===== src/rtl/fetch_pkg.sv =====
// Shared types and constants for the instruction fetch slice.
package fetch_pkg;

  localparam int unsigned WORD_BYTES = 4;

  // One prefetched word together with the byte address it came from.
  typedef struct packed {
    logic [31:0] pc;
    logic [31:0] instr;
  } fetch_entry_t;

  // Clears the byte-offset bits so every fetch address is word aligned.
  function automatic logic [31:0] word_align(input logic [31:0] addr);
    return {addr[31:2], 2'b00};
  endfunction

endpackage


===== src/rtl/fetch_if.sv =====
// Fetch-side bus bundle: ROM address/data, redirect request and the decode handshake.
interface fetch_if;

  logic [31:0] imem_addr;
  logic [31:0] imem_instr;
  logic        redirect;
  logic [31:0] redirect_pc;
  logic        out_valid;
  logic        out_ready;
  logic [31:0] out_instr;
  logic [31:0] out_pc;

  // The fetch unit drives the ROM address and the decode-facing outputs.
  modport master (
    output imem_addr,
    input  imem_instr,
    input  redirect,
    input  redirect_pc,
    output out_valid,
    input  out_ready,
    output out_instr,
    output out_pc
  );

  // ROM, execute and decode side of the same bundle.
  modport slave (
    input  imem_addr,
    output imem_instr,
    output redirect,
    output redirect_pc,
    input  out_valid,
    output out_ready,
    input  out_instr,
    input  out_pc
  );

endinterface


===== src/rtl/fetch_fifo.sv =====
// Small synchronous FIFO of fetch entries; flush takes priority over enqueue.
// A push into a full FIFO is accepted when a pop happens in the same cycle.
module fetch_fifo
  import fetch_pkg::*;
#(
  parameter int unsigned DEPTH = 2
) (
  input  logic         clk,
  input  logic         reset,
  input  logic         enq,
  input  logic         deq,
  input  logic         flush,
  input  fetch_entry_t wdata,
  output logic         full,
  output logic         empty,
  output fetch_entry_t head
);

  localparam int unsigned AW = (DEPTH > 1) ? $clog2(DEPTH) : 1;

  fetch_entry_t        mem_q [DEPTH];
  logic [AW-1:0]       rd_ptr_q;
  logic [AW-1:0]       wr_ptr_q;
  logic [AW:0]         count_q;
  logic                do_enq;
  logic                do_deq;

  assign empty  = (count_q == '0);
  assign full   = (count_q == (AW+1)'(DEPTH));
  assign do_deq = deq & ~empty;
  assign do_enq = enq & (~full | do_deq);
  assign head   = mem_q[rd_ptr_q];

  // Pointer and occupancy bookkeeping; pointers wrap naturally since DEPTH is a power of 2.
  always_ff @(posedge clk or posedge reset) begin
    if (reset) begin
      rd_ptr_q <= '0;
      wr_ptr_q <= '0;
      count_q  <= '0;
    end else if (flush) begin
      rd_ptr_q <= '0;
      wr_ptr_q <= '0;
      count_q  <= '0;
    end else begin
      if (do_enq) wr_ptr_q <= wr_ptr_q + AW'(1);
      if (do_deq) rd_ptr_q <= rd_ptr_q + AW'(1);
      count_q <= count_q + (AW+1)'(do_enq) - (AW+1)'(do_deq);
    end
  end

  // Entry storage; a write into the slot being popped is safe because the pop reads before the edge.
  always_ff @(posedge clk or posedge reset) begin
    if (reset) begin
      for (int i = 0; i < int'(DEPTH); i++) begin
        mem_q[i] <= '0;
      end
    end else if (do_enq && !flush) begin
      mem_q[wr_ptr_q] <= wdata;
    end
  end

endmodule


===== src/rtl/instr_fetch_unit.sv =====
// Instruction fetch unit: owns the fetch PC, reads the combinational ROM, buffers
// {pc, instr} pairs and hands them to decode over valid/ready. Redirects flush the buffer.
module instr_fetch_unit
  import fetch_pkg::*;
#(
  parameter int unsigned DEPTH      = 2,
  parameter logic [31:0] RESET_PC   = 32'h0,
  parameter int unsigned IMEM_WORDS = 64
) (
  input  logic         clk,
  input  logic         reset,
  fetch_if.master      bus,
  output logic [31:0]  fetch_count
);

  // Byte-address mask that keeps the PC inside the ROM window.
  localparam logic [31:0] PC_MASK = 32'(IMEM_WORDS * WORD_BYTES) - 32'd1;

  logic [31:0]  fetch_pc_q, fetch_pc_d;
  logic [31:0]  fetch_count_q, fetch_count_d;
  logic         fifo_full;
  logic         fifo_empty;
  logic         deq;
  logic         enq;
  fetch_entry_t head;
  fetch_entry_t new_entry;

  assign bus.imem_addr = fetch_pc_q;
  assign deq           = ~fifo_empty & bus.out_ready;
  // Redirect suppresses the push; a full buffer only takes a word when the head leaves.
  assign enq           = ~bus.redirect & (~fifo_full | deq);
  assign new_entry     = '{pc: fetch_pc_q, instr: bus.imem_instr};

  fetch_fifo #(
    .DEPTH (DEPTH)
  ) u_fifo (
    .clk   (clk),
    .reset (reset),
    .enq   (enq),
    .deq   (deq),
    .flush (bus.redirect),
    .wdata (new_entry),
    .full  (fifo_full),
    .empty (fifo_empty),
    .head  (head)
  );

  // Next fetch PC and perf counter: redirect wins, otherwise advance only on a push.
  always_comb begin
    fetch_pc_d    = fetch_pc_q;
    fetch_count_d = fetch_count_q;
    if (bus.redirect) begin
      fetch_pc_d = word_align(bus.redirect_pc) & PC_MASK;
    end else if (enq) begin
      fetch_pc_d    = (fetch_pc_q + 32'(WORD_BYTES)) & PC_MASK;
      fetch_count_d = fetch_count_q + 32'd1;
    end
  end

  // PC and counter registers.
  always_ff @(posedge clk or posedge reset) begin
    if (reset) begin
      fetch_pc_q    <= RESET_PC & PC_MASK;
      fetch_count_q <= '0;
    end else begin
      fetch_pc_q    <= fetch_pc_d;
      fetch_count_q <= fetch_count_d;
    end
  end

  // Decode-facing outputs read as zero whenever nothing is valid.
  always_comb begin
    bus.out_valid = ~fifo_empty;
    bus.out_pc    = '0;
    bus.out_instr = '0;
    if (!fifo_empty) begin
      bus.out_pc    = head.pc;
      bus.out_instr = head.instr;
    end
  end

  assign fetch_count = fetch_count_q;

endmodule


===== src/flat_wrapper.sv =====
// flat-port wrapper written by rule: the top's interface ports become plain ports
module instr_fetch_unit_flat import fetch_pkg::*;
#(
  parameter int unsigned DEPTH      = 2,
  parameter logic [31:0] RESET_PC   = 32'h0,
  parameter int unsigned IMEM_WORDS = 64
)
  (clk, reset, fetch_count, bus_imem_addr, bus_imem_instr, bus_redirect, bus_redirect_pc, bus_out_valid, bus_out_ready, bus_out_instr, bus_out_pc);
  fetch_if bus_i ();
  input  logic clk;
  input  logic reset;
  output logic [31:0] fetch_count;
  output wire logic [$bits(bus_i.imem_addr)-1:0] bus_imem_addr;
  input wire logic [$bits(bus_i.imem_instr)-1:0] bus_imem_instr;
  input wire logic [$bits(bus_i.redirect)-1:0] bus_redirect;
  input wire logic [$bits(bus_i.redirect_pc)-1:0] bus_redirect_pc;
  output wire logic [$bits(bus_i.out_valid)-1:0] bus_out_valid;
  input wire logic [$bits(bus_i.out_ready)-1:0] bus_out_ready;
  output wire logic [$bits(bus_i.out_instr)-1:0] bus_out_instr;
  output wire logic [$bits(bus_i.out_pc)-1:0] bus_out_pc;
  assign bus_imem_addr = bus_i.imem_addr;
  assign bus_i.imem_instr = bus_imem_instr;
  assign bus_i.redirect = bus_redirect;
  assign bus_i.redirect_pc = bus_redirect_pc;
  assign bus_out_valid = bus_i.out_valid;
  assign bus_i.out_ready = bus_out_ready;
  assign bus_out_instr = bus_i.out_instr;
  assign bus_out_pc = bus_i.out_pc;
  instr_fetch_unit #(.DEPTH(DEPTH), .RESET_PC(RESET_PC), .IMEM_WORDS(IMEM_WORDS)) u_core (.clk(clk), .reset(reset), .bus(bus_i), .fetch_count(fetch_count));
endmodule

===== config.mk =====
export PLATFORM = sky130hd
export DESIGN_NAME = instr_fetch_unit_flat
export DESIGN_NICKNAME = d
export VERILOG_FILES = /design/src/rtl/fetch_pkg.sv /design/src/rtl/fetch_if.sv /design/src/rtl/fetch_fifo.sv /design/src/rtl/instr_fetch_unit.sv /design/src/flat_wrapper.sv
export SDC_FILE = /design/constraint.sdc
export NUM_CORES = 1
export LEC_CHECK = 0
export CAP_MARGIN = 20
export CORE_ASPECT_RATIO = 1.4
export CORE_MARGIN = 1.5
export CORE_UTILIZATION = 46
export CTS_CLUSTER_SIZE = 40
export DETAILED_ROUTE_END_ITERATION = 16
export PLACE_DENSITY = 0.81
export SLEW_MARGIN = 20
export SYNTH_ARGS = -nofsm -noshare
export SYNTH_HDL_FRONTEND = slang
export SYNTH_SLANG_ARGS = --single-unit

===== constraint.sdc =====
create_clock -name clk -period 5.57 [get_ports clk]
set_clock_uncertainty 0.1 [all_clocks]
set_input_delay 1.114 -clock clk [delete_from_list [all_inputs] [get_ports clk]]
set_output_delay 1.114 -clock clk [all_outputs]
set_load 0.02 [all_outputs]

Word level (Yosys, flattened, before mapping):

Index checks and enable logic that the tools add are counted.

* register bits after elaboration: 196
* output and inout port bits: 129

* eq/ne operators: 1
* magnitude comparators: 3
* reduce and logical (&&, ||, !) cells: 8
* add/subtract/negate cells: 6
* mux-type cells: 15
* bitwise operators: 11

Operators with widths (number)
* two-way mux 64 bit: 4
* bitwise mux 128 bit: 1
* two-way mux 32 bit: 4
* demux 64 bit (select 1 bit): 1
* adder 32 x 1 -> 32 bit, second input constant: 1
* adder 8 x 3 -> 8 bit, second input constant: 1
* nonzero test 2 bit: 3
* bitwise AND 1 bit: 4
* >= comparator 2 bit, second input constant: 2
* two-way mux 1 bit: 4
* NOT 1 -> 2 bit: 2
* NOT 1 bit: 3
* adder 1 bit, second input constant: 2
* adder 2 x 1 -> 2 bit: 1
* equality test 2 bit, second input constant: 1
* logical AND 1 bit: 2
* logical NOT 2 bit: 1
* < comparator 2 x 1 -> 1 bit, second input constant: 1
* two-way mux 2 bit: 1
* bitwise OR 1 bit: 2
* AND reduction 2 bit: 1
* subtractor 2 x 1 -> 2 bit: 1
* logical NOT 1 bit: 1

Longest topological paths before layout:

Gate-level depths: netlist of the first run.

* word-level depth: 9
* mapped depth: 8
* gate-level depth less buffers: 8

Cells and area by module:

A second synthesis of the first run with hierarchy kept.

* cell total of the unflattened synthesis: 618
* area total of the unflattened synthesis: 8360.5 um^2

Modules (own cells, without submodules)
* fetch_fifo: times used 1, cells an instance 366, area an instance 5983.2 um^2
* instr_fetch_unit: times used 1, cells an instance 252, area an instance 2377.3 um^2

Least setup slack after synthesis of the first run:

No wires, ideal clock.

* path type: register -> output
* start point: reg u_core.u_fifo.rd_ptr_q
* end point: out bus_out_instr[10]
* required time: 4356 ps
* arrival time: 1351 ps
* setup slack: 3005 ps
* stages on the path, launching flop included: 6
* cells stage by stage: dfrtp_1 > clkbuf_1 > buf_2 > buf_2 > mux2i_1 > nor2_1

* cells in the longest elaborated chain, start to end: 5

RTL lines
* start: declaration: line fetch_fifo.sv:22 `logic [AW-1:0] rd_ptr_q;`
* start signal: assignment: line fetch_fifo.sv:46 `if (do_deq) rd_ptr_q <= rd_ptr_q + AW'(1);`
* NOT 1 -> 2 bit (not written as such): line fetch_fifo.sv:32 `assign head = mem_q[rd_ptr_q];`
* two-way mux 64 bit (not written as such) (3 in series): line fetch_fifo.sv:32
* two-way mux 32 bit: line instr_fetch_unit.sv:76 `if (!fifo_empty) begin`
* end: declaration: line flat_wrapper.sv:19 `output wire logic [$bits(bus_i.out_instr)-1:0] bus_out_instr;`

Every way passes these cells. The select of a mux whose other input is x is not followed.

Worst setup path in the final report of the first run:

* start point: reg u_core.u_fifo.rd_ptr_q
* end point: out bus_out_pc[3]

* cells in the longest elaborated chain, start to end: 5

RTL lines
* NOT 1 -> 2 bit (not written as such): line fetch_fifo.sv:32
* two-way mux 64 bit (not written as such) (3 in series): line fetch_fifo.sv:32
* two-way mux 32 bit: line instr_fetch_unit.sv:76
* end: declaration: line flat_wrapper.sv:20 `output wire logic [$bits(bus_i.out_pc)-1:0] bus_out_pc;`

Every way passes these cells. The select of a mux whose other input is x is not followed.

==> results of run 1 <==
sequential cells by signal (all words and copies together), names as in the netlist:
| signal | flops |
|---|---|
| u_core.fetch_count | 32 |
| u_core.u_fifo.count_q | 2 |
| u_core.bus.imem_addr | 6 |
| u_core.u_fifo.mem_q | 76 |
| u_core.u_fifo.wr_ptr_q | 1 |
| u_core.u_fifo.rd_ptr_q | 1 |
per-stage QoR:
| step | instances | hold WS (ns) |
|---|---|---|
| 2_1_floorplan | 531 | 0.380 |
| 3_3_place_gp | 731 | 0.367 |
| 3_5_place_dp | 731 | 0.367 |
| 4_1_cts | 763 | 0.379 |
| 5_1_grt | 763 | 0.414 |
| 6_report | 763 | 0.378 |
layer usage:
layer / part of all wire / wire length, microns / up-vias
met1: 0.40 / 4950 / 1919
met5: 0 / 0 / -
met2: 0.51 / 6320 / 137
met3: 0.064 / 782 / 22
met4: 0.018 / 223 / 0
li1: - / - / 1778
cell type report:
| type | instances | share of cell area |
|---|---|---|
| clock inverters | 15 | 0.0226 |
| inverters | 4 | 0.00231 |
| multi-input cells | 335 | 0.342 |
| repair buffers | 124 | 0.162 |
| clock buffers | 17 | 0.0562 |
| flip-flops and latches | 118 | 0.390 |
| well taps | 150 | 0.0248 |
worst max-delay path: stages (launching register included):
cell and delay [ns]:
dfrtp_2 0.68, buf_4 0.50, mux2i_1 0.30, nor2_1 0.07, clkdlybuf4s50_1 0.60
synthesized netlist by cell type (2+ instances only):
| cell | instances | area share |
|---|---|---|
| dfrtp_1 | 118 | 0.50 |
| mux2_2 | 57 | 0.11 |
| buf_4 | 52 | 0.067 |
| nor2_1 | 47 | 0.030 |
| mux2i_1 | 39 | 0.067 |
| xnor2_1 | 34 | 0.051 |
| mux2_4 | 20 | 0.051 |
| nand4_1 | 16 | 0.017 |
| nand2_1 | 15 | 0.0096 |
| nand3_1 | 13 | 0.011 |
| clkbuf_1 | 9 | 0.0058 |
| buf_2 | 8 | 0.0068 |
| and4_1 | 6 | 0.0090 |
| o21ai_0 | 6 | 0.0051 |
| xor2_1 | 6 | 0.0090 |
| and2_1 | 5 | 0.0053 |
| and3_1 | 4 | 0.0043 |
| ha_1 | 4 | 0.0086 |
| inv_1 | 4 | 0.0026 |
| buf_6 | 3 | 0.0058 |
| buf_1 | 2 | 0.0013 |
| nor3_1 | 2 | 0.0017 |
worst paths after layout:
check / slack (ns) / to / start
worst max-delay path: 1.79 / bus_out_pc[3] / u_core.u_fifo.rd_ptr_q
worst min-delay path: 0.38 / u_core.fetch_count[31] / u_core.fetch_count[31]
worst max register to register: 2.93 / u_core.u_fifo.mem_q[23] / u_core.u_fifo.count_q[1]
worst min register to register: 0.38 / u_core.fetch_count[31] / u_core.fetch_count[31]
max in group asynchronous: 3.51 / u_core.u_fifo.rd_ptr_q / reset
min in group asynchronous: 0.91 / u_core.u_fifo.mem_q[2] / reset
power groups by stage:
stage | Clock (W) | Sequential, W | Combinational (W)
after floorplan | 0 | 0.00132 | 0.000950
after global placement | 0 | 0.00134 | 0.00141
after detailed placement | 0 | 0.00136 | 0.00144
after CTS | 0.00111 | 0.00135 | 0.00145
after global routing | 0.00115 | 0.00139 | 0.00154
final | 0.00109 | 0.00135 | 0.00143
kinds of logic after synthesis:
kind of cell             synth area share
AO/OA/AOI/OAI                     0.00513
AND/OR/NAND/NOR                     0.105
XOR/XNOR                           0.0599
flip-flops                          0.504
other                            0.000641
adder cells (fa/ha/maj)           0.00855
buffers and inverters              0.0889
multiplexers                        0.228
==> results.yml, run 1 <==
detailed_routing:
  wirelength_microns: 12300
  drc: 0
  viasPerCell: 5.05
  avgRoutedWirePerCell_microns: 16.1
  drt_pass1_iterations: 4
  vias: 3856
  ant_nets: 0
  dr.first_iter.drc_count: 141
global_route:
  met2_usage: 0.326
  grt_pass1_vias: 4106
  antenna_found_initial: 0
  grt_overflow_total: 0
  grt_max_degree: 52
  use_met1: 0.220
  grt.busiest_layer: "met2"
  grt_pass1_wl_microns: 20200
  grt_usage: 0.192
  met3_usage: 0.0663
cells_and_area:
  post-route-util: 0.612
  drive_gt1_frac: 0.204
  nets: 672
  layout_common_cells: "clkdlybuf4s50_1, dfrtp_1, mux2_2"
  final_common_cell: "clkdlybuf4s50_1"
  syn_to_final_growth_pct: 29.4
  final_area_sq_um: 7570
  diodes: 0
  regArea_sq_um: 2950
  multi_input_area_sq_um: 2590
  final.fill_count: 982
power:
  power_frac_clock: 0.282
  power_frac_comb: 0.370
  power_w: 0.00387
  p_leak_nw: 3.22
  p_sw_w: 0.00132
  power_density_nw_per_um2: 511
  ir_drop_mv: 0.217
  internal-power_w: 0.00256
  sw_frac_of_total: 0.340
  power_frac_seq: 0.349
floorplanning:
  die_x_microns: 98.3
  dieArea_sq_um: 13400
  pin_count: 197
  rows: 48
  core_sq_um: 12400
  initial_core_util: 0.473
  die_h_microns: 136
synth:
  synth-seq-area-share: 0.504
  synthDistinctLibCells: 32
  syn_area_sq_um: 5850
  avgSynthCellArea_sq_um: 12.2
  ys_seq_elements: 118
  yosys_most_used_dff: "dfrtp_1"
  synth-edff-count: 0
  synth_warnings: 0
  synthArstFlopShare: 1.00
  synthCells: 480
clocking:
  clk_latency_ns: 0.41
  cts_resized: 0
  cts.path.max_buffers: 2
  cts_buffers: 17
  cts_max_level: 4
  cts-root-buf: "clkbuf_16"
  holdBufCountCts: 0
  post-cts-setup-buffers: 0
  cts_tree: "yes"
  clock_sinks: 118
  clk_pin_slew_ns: 0.06
setup_path:
  cp_data_arrival_time_ns: 2.56
  cp.required_ns: 4.36
  criticalPathCategory: "register to output pin"
  endpoint_kind: "output pin"
  crit_fanout: 24
  worstRegToRegCells: 5
  worstSetupStartpointType: "register"
timing:
  rsz0062_at_grt: "no"
  fmax_ghz: 0.265
  period_minus_slack_ns: 3.78
  setup_viol: 0
  drv_slew: 0
  fin_ws_ns: 1.79
  fin_setup_tns_ns: 0
  period_share: 0.678
  worst_slew_pin_slew_ns: 1.01
  relSlewSlack: 0.325
  hold_viol_final: 0
placed_design:
  dp_hpwl_microns: 8240
  port_buffers: 118
  place.gp.congestion: 0.739
  dp_worst_setup_slack_ns: 1.51
  placed_cell_area_sq_um: 6970
flow_run:
  maxCapViolations: 0
run_status:
  status: "finished, final reports clean"
worst_hold_path:
  hold_class: "register to register"
  whs_path_depth: 1
Power figures use the tool's default switching activity.
==> run 2: changes to the inputs <==
clock period = 3.5 ns   (was 5.57 ns; I/O delays follow)
==> run 2 against run 1 <==
  * Via count rose by 0.26%
  * Sequential power rose by 59%
  * Cell count rose by 0.39%
  * Setup slack got worse by 1.3 ns
  * Flip-flop and latch count did not move
  * Highest routed layer unchanged
==> results.yml, run 2 (synthesized netlist as in run 1, its figures left out) <==
timing:
  fmax_ghz: 0.329
  rsz0062_at_grt: "no"
  hold_viol_final: 0
  fin_setup_tns_ns: 0
  relSlewSlack: 0.500
  setup_viol: 0
  period_share: 0.867
  worst_slew_pin_slew_ns: 0.748
  drv_slew: 0
  fin_ws_ns: 0.464
  period_minus_slack_ns: 3.04
placed_design:
  place.gp.congestion: 0.778
  dp_hpwl_microns: 8370
  dp_cells: 734
  port_buffers: 118
  dp_worst_setup_slack_ns: 0.580
setup_path:
  cp.required_ns: 2.70
  cp_data_arrival_time_ns: 2.24
  slowest_stage: "dfrtp_2"
  criticalPathCategory: "register to output pin"
  endpoint_kind: "output pin"
  worstSetupStartpointType: "register"
  worst-path-buf-inv: 2
  cp_slowest_stage_delay_ns: 0.69
  critical_path.cell_chain: "buf_12, mux2i_1, nor2_1, clkdlybuf4s50_1"
  crit_fanout: 24
  critical-path-top-delay-family: "buffers and inverters"
cells_and_area:
  nets: 675
  top_register: "u_core.u_fifo.mem_q"
  final.fill_count: 990
  syn_to_final_growth_pct: 30.4
  regArea_sq_um: 2950
  layout_common_cells: "clkdlybuf4s50_1, dfrtp_1, mux2_2"
  final_common_cell: "clkdlybuf4s50_1"
  diodes: 0
  multi_input_area_sq_um: 2580
  fin_cells: 766
  largest_reg_flops: 76
  drive_gt1_frac: 0.205
global_route:
  grt_max_degree: 47
  grt_overflow_total: 0
  grt_usage: 0.188
  antenna_found_initial: 0
  grt_pass1_wl_microns: 20000
  grt_pass1_vias: 4016
detailed_routing:
  vias: 3866
  avgRoutedWirePerCell_microns: 15.7
  ant_nets: 0
  drt_pass1_iterations: 4
  wirelength_microns: 12000
  viasPerCell: 5.05
  dr.first_iter.drc_count: 92
  drc: 0
power:
  ir_drop_mv: 0.342
  power_density_nw_per_um2: 805
  p_leak_nw: 3.24
  power_w: 0.00614
run_status:
  status: "finished, final reports clean"
clocking:
  clock_sinks: 118
  holdBufCountCts: 0
  cts_buffers: 17
  cts_max_level: 4
  cts.path.max_buffers: 2
  clk_pin_slew_ns: 0.05
  cts_tree: "yes"
  cts_resized: 0
  cts-root-buf: "clkbuf_16"
  clk_latency_ns: 0.40
  post-cts-setup-buffers: 0
floorplanning:
  core_sq_um: 12400
  pin_count: 197
  rows: 48
  die_x_microns: 98.3
  initial_core_util: 0.473
  die_h_microns: 136
  dieArea_sq_um: 13400
worst_hold_path:
  hold_class: "register to register"
flow_run:
  maxCapViolations: 0
## run 2: final timing paths
path	startpoint	end	slack, ns	depth (start not counted)
setup / recovery	u_core.u_fifo.rd_ptr_q	bus_out_pc[3]	0.46	4
max in group asynchronous	reset	u_core.u_fifo.mem_q[22]	1.97	3
hold reg to reg	u_core.fetch_count[31]	u_core.fetch_count[31]	0.38	1
hold / removal	u_core.fetch_count[31]	u_core.fetch_count[31]	0.38	1
setup reg to reg	u_core.u_fifo.count_q[0]	u_core.u_fifo.mem_q[10]	1.27	5
min in group asynchronous	reset	u_core.fetch_count[12]	0.65	2
## run 2: layout make-up
cell class | instances | share of cell area
tap | 150 | 0.0246
multi-input combinational | 335 | 0.339
sequential | 118 | 0.387
clock buffer | 21 | 0.0603
inverter | 4 | 0.00246
clock inverter | 11 | 0.0166
timing repair buffer | 127 | 0.170
## run 2: metrics by stage
| stage | hold WS [ns] | util | cell area (sq um) |
|---|---|---|---|
| 3_5_place_dp | 0.376 | 0.569 | 7040 |
| 5_1_grt | 0.415 | 0.617 | 7630 |
| 4_1_cts | 0.390 | 0.617 | 7630 |
| 3_3_place_gp | 0.367 | 0.569 | 7040 |
| 2_1_floorplan | 0.380 | - | 6050 |
| 6_report | 0.385 | 0.617 | 7630 |
## run 2: power breakdown
part	total, W	switching, W	leakage (nW)	internal (W)
clock	0.00170	0.000613	0.275	0.00109
sequential	0.00215	0.000327	1.45	0.00182
combinational	0.00230	0.00108	1.51	0.00122
## run 2: per-layer routing
metal | wire length, microns | GRT usage | part of all wire | vias up
li1 | - | - | - | 1784
met1 | 4890 | 0.220 | 0.41 | 1938
met2 | 6190 | 0.325 | 0.51 | 132
met3 | 839 | 0.0638 | 0.070 | 12
met4 | 131 | 0.0571 | 0.011 | 0
met5 | 0 | 0 | 0 | -
